[src/rtl/rv32i_types_pkg.sv]
// Scalar RV32I types shared by the vector memory path: machine word and load kinds.
package rv32i_types_pkg;

    localparam int unsigned XLEN = 32;

    typedef logic [XLEN-1:0] word_t;

    typedef enum logic [2:0] {
        LB  = 3'b000,
        LH  = 3'b001,
        LW  = 3'b010,
        LBU = 3'b100,
        LHU = 3'b101
    } load_t;

endpackage

[src/rtl/rv32v_types_pkg.sv]
// RV32V vector types: lane count, deserializer FSM states, request tag and load alignment helper.
package rv32v_types_pkg;

    import rv32i_types_pkg::*;

    localparam int unsigned NUM_LANES = 2;
    localparam int unsigned LANE_W    = (NUM_LANES > 1) ? $clog2(NUM_LANES) : 1;

    typedef enum logic [1:0] {
        IDLE    = 2'd0,
        COLLECT = 2'd1,
        DONE    = 2'd2
    } vdeser_state_t;

    typedef struct packed {
        logic [LANE_W-1:0] lane;
        load_t             ltype;
        logic [1:0]        boff;
    } vdeser_tag_t;

    // Align the raw word by the byte offset, then sign/zero-extend for sub-word loads.
    function automatic word_t load_extend(load_t ltype, logic [1:0] boff, word_t raw);
        logic [7:0]  byte_v;
        logic [15:0] half_v;
        byte_v = 8'(raw >> {boff, 3'b000});
        half_v = 16'(raw >> {boff, 3'b000});
        case (ltype)
            LB:      load_extend = {{24{byte_v[7]}}, byte_v};
            LBU:     load_extend = {24'd0, byte_v};
            LH:      load_extend = {{16{half_v[15]}}, half_v};
            LHU:     load_extend = {16'd0, half_v};
            default: load_extend = raw;
        endcase
    endfunction

endpackage

[src/rtl/rv32v_deser_tag_fifo.sv]
// In-order tag FIFO for outstanding vector load requests; push and pop may coincide when full.
module rv32v_deser_tag_fifo
    import rv32v_types_pkg::*;
#(
    parameter  int unsigned DEPTH = 2,
    localparam int unsigned CNT_W = $clog2(DEPTH) + 1
) (
    input  logic             CLK,
    input  logic             RST,
    input  logic             clr,
    input  logic             push,
    input  vdeser_tag_t      push_tag,
    input  logic             pop,
    output vdeser_tag_t      head_tag,
    output logic             full,
    output logic             empty,
    output logic [CNT_W-1:0] count
);

    localparam int unsigned PTR_W = (DEPTH > 1) ? $clog2(DEPTH) : 1;

    vdeser_tag_t      mem [DEPTH];
    logic [PTR_W-1:0] wr_ptr;
    logic [PTR_W-1:0] rd_ptr;
    logic             do_push;
    logic             do_pop;

    function automatic logic [PTR_W-1:0] next_ptr(logic [PTR_W-1:0] p);
        next_ptr = (p == PTR_W'(DEPTH - 1)) ? '0 : p + PTR_W'(1);
    endfunction

    assign full     = (count == CNT_W'(DEPTH));
    assign empty    = (count == '0);
    assign head_tag = mem[rd_ptr];
    assign do_pop   = pop && !empty;
    assign do_push  = push && (!full || do_pop);

    always_ff @(posedge CLK or posedge RST) begin
        if (RST) begin
            wr_ptr <= '0;
            rd_ptr <= '0;
            count  <= '0;
        end else if (clr) begin
            wr_ptr <= '0;
            rd_ptr <= '0;
            count  <= '0;
        end else begin
            if (do_push) wr_ptr <= next_ptr(wr_ptr);
            if (do_pop)  rd_ptr <= next_ptr(rd_ptr);
            count <= count + CNT_W'(do_push) - CNT_W'(do_pop);
        end
    end

    // Storage needs no reset: entries are only read once the count says they were written.
    always_ff @(posedge CLK) begin
        if (do_push && !clr) mem[wr_ptr] <= push_tag;
    end

endmodule

[src/rtl/rv32v_mem_deserializer.sv]
// Vector load-response deserializer: tags requests, aligns/extends LSC words into per-lane data.
// Optional RV32V_DESER_FWD_EN: forward completing data and vload_done in the response cycle.
module rv32v_mem_deserializer
    import rv32i_types_pkg::*;
    import rv32v_types_pkg::*;
#(
    parameter int unsigned TAG_DEPTH = 2
) (
    input  logic                        CLK,
    input  logic                        RST,
    input  logic                        vstart,
    input  logic [NUM_LANES-1:0]        ven_lanes,
    input  logic [NUM_LANES-1:0]        vlane_mask,
    input  logic                        vreq_fire,
    input  logic [LANE_W-1:0]           vreq_lane,
    input  load_t                       vreq_type,
    input  logic [1:0]                  vreq_boff,
    output logic                        vdeser_ready,
    input  logic                        vrsp_valid,
    input  word_t                       vrsp_data,
    input  logic                        vflush,
    output word_t [NUM_LANES-1:0]       vlane_load_data,
    output logic [NUM_LANES-1:0]        vlane_load_valid,
    output logic                        vload_done,
    output logic                        vdeser_busy,
    output logic                        vdeser_err
);

    localparam int unsigned CNT_W = $clog2(TAG_DEPTH) + 1;

    vdeser_state_t         state;
    logic [NUM_LANES-1:0]  expect_q;
    word_t [NUM_LANES-1:0] data_q;
    logic [NUM_LANES-1:0]  valid_q;
    logic                  done_q;
    logic                  err_q;

    vdeser_tag_t           push_tag;
    vdeser_tag_t           head;
    logic                  full;
    logic                  empty;
    logic [CNT_W-1:0]      count;

    logic                  push_req;
    logic                  push_ok;
    logic                  pop_ok;
    logic                  cap_en;
    logic [NUM_LANES-1:0]  cap_vec;
    word_t                 cap_data;
    logic [CNT_W-1:0]      count_next;
    logic                  complete;
    logic                  err_set;

    assign push_tag = '{lane: vreq_lane, ltype: vreq_type, boff: vreq_boff};

    rv32v_deser_tag_fifo #(
        .DEPTH (TAG_DEPTH)
    ) u_tag_fifo (
        .CLK      (CLK),
        .RST      (RST),
        .clr      (vflush),
        .push     (push_ok),
        .push_tag (push_tag),
        .pop      (pop_ok),
        .head_tag (head),
        .full     (full),
        .empty    (empty),
        .count    (count)
    );

    // Flush overrides any push or pop in the same cycle.
    assign push_req   = vreq_fire && (state == COLLECT) && !vflush;
    assign pop_ok     = vrsp_valid && !empty && !vflush;
    assign push_ok    = push_req && (!full || pop_ok);
    assign cap_data   = load_extend(head.ltype, head.boff, vrsp_data);
    assign cap_en     = pop_ok && (state == COLLECT) && expect_q[head.lane];
    assign cap_vec    = cap_en ? (NUM_LANES'(1) << head.lane) : '0;
    assign count_next = count + CNT_W'(push_ok) - CNT_W'(pop_ok);
    assign complete   = (state == COLLECT) && !vflush &&
                        ((valid_q | cap_vec) == expect_q) && (count_next == '0);
    assign err_set    = (vrsp_valid && empty) || (push_req && full && !pop_ok);

    assign vdeser_ready     = !full;
    assign vdeser_busy      = (state != IDLE);
    assign vdeser_err       = err_q;
    assign vlane_load_valid = valid_q;

`ifdef RV32V_DESER_FWD_EN
    always_comb begin
        vlane_load_data = data_q;
        if (cap_en) vlane_load_data[head.lane] = cap_data;
    end
    assign vload_done = done_q | complete;
`else
    assign vlane_load_data = data_q;
    assign vload_done      = done_q;
`endif

    always_ff @(posedge CLK or posedge RST) begin
        if (RST) begin
            state    <= IDLE;
            expect_q <= '0;
            data_q   <= '0;
            valid_q  <= '0;
            done_q   <= 1'b0;
            err_q    <= 1'b0;
        end else begin
            done_q <= 1'b0;
            if (err_set) err_q <= 1'b1;
            if (vflush) begin
                state <= IDLE;
            end else begin
                case (state)
                    IDLE: begin
                        if (vstart) begin
                            expect_q <= ven_lanes & vlane_mask;
                            data_q   <= '0;
                            valid_q  <= '0;
                            if ((ven_lanes & vlane_mask) == '0) begin
                                state  <= DONE;
                                done_q <= 1'b1;
                            end else begin
                                state <= COLLECT;
                            end
                        end
                    end
                    COLLECT: begin
                        if (cap_en) begin
                            data_q[head.lane]  <= cap_data;
                            valid_q[head.lane] <= 1'b1;
                        end
                        if (complete) begin
`ifdef RV32V_DESER_FWD_EN
                            state  <= IDLE;
`else
                            state  <= DONE;
                            done_q <= 1'b1;
`endif
                        end
                    end
                    DONE:    state <= IDLE;
                    default: state <= IDLE;
                endcase
            end
        end
    end

endmodule

[config.mk]
export PLATFORM = sky130hd
export DESIGN_NAME = rv32v_mem_deserializer
export DESIGN_NICKNAME = d
export VERILOG_FILES = /design/src/rtl/rv32i_types_pkg.sv /design/src/rtl/rv32v_types_pkg.sv /design/src/rtl/rv32v_deser_tag_fifo.sv /design/src/rtl/rv32v_mem_deserializer.sv
export SDC_FILE = /design/constraint.sdc
export NUM_CORES = 1
export LEC_CHECK = 0
export CAP_MARGIN = 25
export CORE_UTILIZATION = 44
export DETAILED_ROUTE_END_ITERATION = 10
export PLACE_DENSITY = 0.76
export SLEW_MARGIN = 20
export SYNTH_ARGS = -nofsm -noshare
export SYNTH_HDL_FRONTEND = slang
export SYNTH_SLANG_ARGS = --single-unit
[constraint.sdc]
create_clock -name CLK -period 2.35 [get_ports CLK]
set_input_delay 0.47 -clock CLK [delete_from_list [all_inputs] [get_ports CLK]]
set_output_delay 0.47 -clock CLK [all_outputs]
set_load 0.02 [all_outputs]
==> impl_metrics.yaml <==
synth:
  seq_area_frac_synth: 0.5022
  synthesis.area_um2: 4504
  synth_async_sr_flop_share: 0.8636
  yosys_warnings: 0
  synthCells: 428
  avgSynthCellArea_um2: 10.52
  synth_compound_area_frac: 0.1942
  synth_ff_type: "dfrtp_1"
  synth_xor_area_frac: 0.007778
  muxShareOfSynthArea: 0.04667
  synth.net_count: 480
  synth-seq-cells: 88
  synthAdderAreaFrac: 0.01111
  synth_top_family_by_area: "simple AND/OR/NAND/NOR gates"
  yosys.area_share.simple: 0.1967
  ys_types: 55
  synth-edff-count: 12
final_layout:
  n_antenna_cell: 0
  fillCellCount: 812
  multi_input_area_um2: 2056
  syn2layout_area_growth_pct: 36.64
  final_net_count: 615
  seqCellArea_um2: 2262
  drive_above_1_share: 0.1514
sta:
  setup_violations: 0
  setup_tns_ps: 0
  fin_skew_ps: 13.64
  finalMaxSlewViolations: 0
  slew_headroom: 0.6239
  fin_crit_sh: 0.9255
  worst_pin_slew_ps: 561.7
  hold_viol: 0
  fmax_ghz: 0.4598
  rsz0062_at_grt: "no"
  min_period_ps: 2175
  hold-worst-slack_ps: 487.0
drt:
  routed_wire_length_per_instance_um: 17.65
  antenna_left: 0
  vias: 4030
  drt-total-wl_um: 12370
  drt_drc_violations_left: 0
  first_pass_iters: 5
  viasPerCell: 5.749
  drt-initial-drc-count: 312
worst_setup_path:
  slowest_stage: "mux2_2"
  worstPathArrival_ps: 2450
  timing.rr.start: "u_tag_fifo.rd_ptr"
  setup.worst_path.start: "u_tag_fifo.rd_ptr"
  cp_cell_sequence: "buf_12 > mux2_2 > nor2_1 > nand2_1 > o221a_2 > a22o_1"
  cp_max_fo: 18
  worstSetupEndpointType: "register"
  cp.depth: 6
  crit_family: "simple AND/OR/NAND/NOR gates"
  setup.worst_path.class: "reg -> reg"
  rr_worst_depth: 6
  max_stage_delay_ps: 510
  cp_num_buf_inv: 1
  cp-start-kind: "register"
  crit_required_ps: 2620
power_and_ir_drop:
  irDropWorstVdd_mv: 0.3033
  powerDensity_nw_per_um2: 499.6
  power.total_mw: 3.075
  p_leak_nw: 2.652
hold_path:
  hp-class: "reg -> reg"
  min_delay_path_depth: 1
  worstHoldStart: "vdeser_err"
clock_network:
  hold_buffers: 0
  cts_tree: "built"
  postCtsSetupBuffers: 0
  cts_num_sinks: 88
  cts_buffers: 9
  cts_buffer_depth: 2
  htreeDepth: 3
  clkLatencyLatePin_ps: 370
  cts.repair.resized: 0
  clkTransAtPathRegs_ps: 90
  cts_root_buf: "clkbuf_8"
global_routing:
  grt_use_met3: 0.05108
  grt_pass1_wl_um: 19380
  antenna_found_initial: 0
  grt_max_degree: 77
  track_usage: 0.2422
  gr-usage-met1: 0.3219
  grt_use_met2: 0.4021
  top_usage_layer: "met2"
  first_global_vias: 3816
  grt_overflow: 0
place:
  port_buffers: 117
  gp_congestion: 0.8529
  hpwl_um: 9019
floorplan:
  row_count: 36
  die-area_um2: 10650
  die_h_um: 103.2
  die_w_um: 103.2
  pin_count: 118
  fp.coreArea_um2: 9864
  start_util: 0.4566
job:
  maxCapViolations: 0
run_status:
  status: "completed"
==> per-stage QoR <==
step	setup slack [ps]	util	area, µm²	cells
after floorplan	59.49	-	4508	428
after global placement	-69.10	0.6058	5976	685
after detailed placement	-199.6	0.6058	5976	685
after CTS	157.7	0.6239	6155	701
after global routing	68.03	0.6239	6155	701
final	175.1	0.6239	6155	701
==> registers in the layout, summed over array words and instances, names as in the netlist <==
| register | flops |
|---|---|
| vlane_load_data | 64 |
| u_tag_fifo.mem | 12 |
| expect_q | 2 |
| state | 2 |
| u_tag_fifo.count | 2 |
| vlane_load_valid | 2 |
| u_tag_fifo.rd_ptr | 1 |
| u_tag_fifo.wr_ptr | 1 |
| vdeser_err | 1 |
| vload_done | 1 |
==> kinds of logic after synthesis <==
group           count (synthesis)
buf+inv                        33
compound gates                106
xor+xnor                        4
mux                            17
fa+ha+maj                       4
simple gates                  176
flops                          88
==> layout make-up <==
type	instances	area share
clock buffers	10	0.02074
flip-flops and latches	88	0.3676
repair buffers	148	0.2362
inverters	9	0.006099
well taps	133	0.02704
clock inverters	6	0.008335
multi-input cells	307	0.3340
==> placed cells by master (no fill, tap or decap), drive strengths merged, types with 15 or more instances in the layout <==
cell | netlist | routed
nand3 | 15 | 15
a22o | 16 | 16
nand2 | 79 | 79
clkdlybuf4s50 | 0 | 117
dfrtp | 76 | 76
buf | 20 | 31
a22oi | 15 | 15
nand4 | 35 | 35
nor2 | 22 | 22
o21ai | 18 | 18
==> Yosys cell counts (3+ instances only) <==
library cell  number  area share
nand2_1           79       0.066
o211ai_1           3      0.0050
o21ai_0           18       0.020
nor2_1            19       0.016
nand4_1           33       0.046
a22oi_1           15       0.025
buf_4              5      0.0083
buf_2             11       0.012
ha_1               4       0.011
nand2b_1           9       0.012
clkbuf_1           4      0.0033
o221a_2           14       0.035
o21a_1             6       0.010
buf_6              4       0.010
edfxtp_1          12       0.080
inv_1              9      0.0075
mux2i_1           10       0.022
dfrtp_1           76        0.42
o31ai_1            7       0.012
nor2b_1            4      0.0056
a21o_1             7       0.012
a22o_1            16       0.031
a21oi_1            4      0.0044
nand3_1           13       0.014
==> final timing paths <==
path	endpoint	slack, ps
max	vlane_load_data[36]	180
min	vdeser_err	490
max reg2reg	vlane_load_data[36]	180
min reg2reg	vdeser_err	490
max in group asynchronous	u_tag_fifo.rd_ptr	1470
min in group asynchronous	vlane_load_data[15]	530
==> routing by layer <==
metal | vias up | part of all wire
li1 | 1865 | -
met1 | 1969 | 0.43
met2 | 174 | 0.48
met3 | 22 | 0.071
met4 | 0 | 0.019
met5 | - | 0
==> report_power, final <==
group	leakage (nW)	internal [mW]	total (mW)	switching, mW
Combinational	1.40	0.233	0.502	0.269
Sequential	1.16	1.57	1.60	0.0306
Clock	0.0879	0.399	0.974	0.575
Total	2.65	2.20	3.08	0.874
Power figures use the tool's default switching activity.
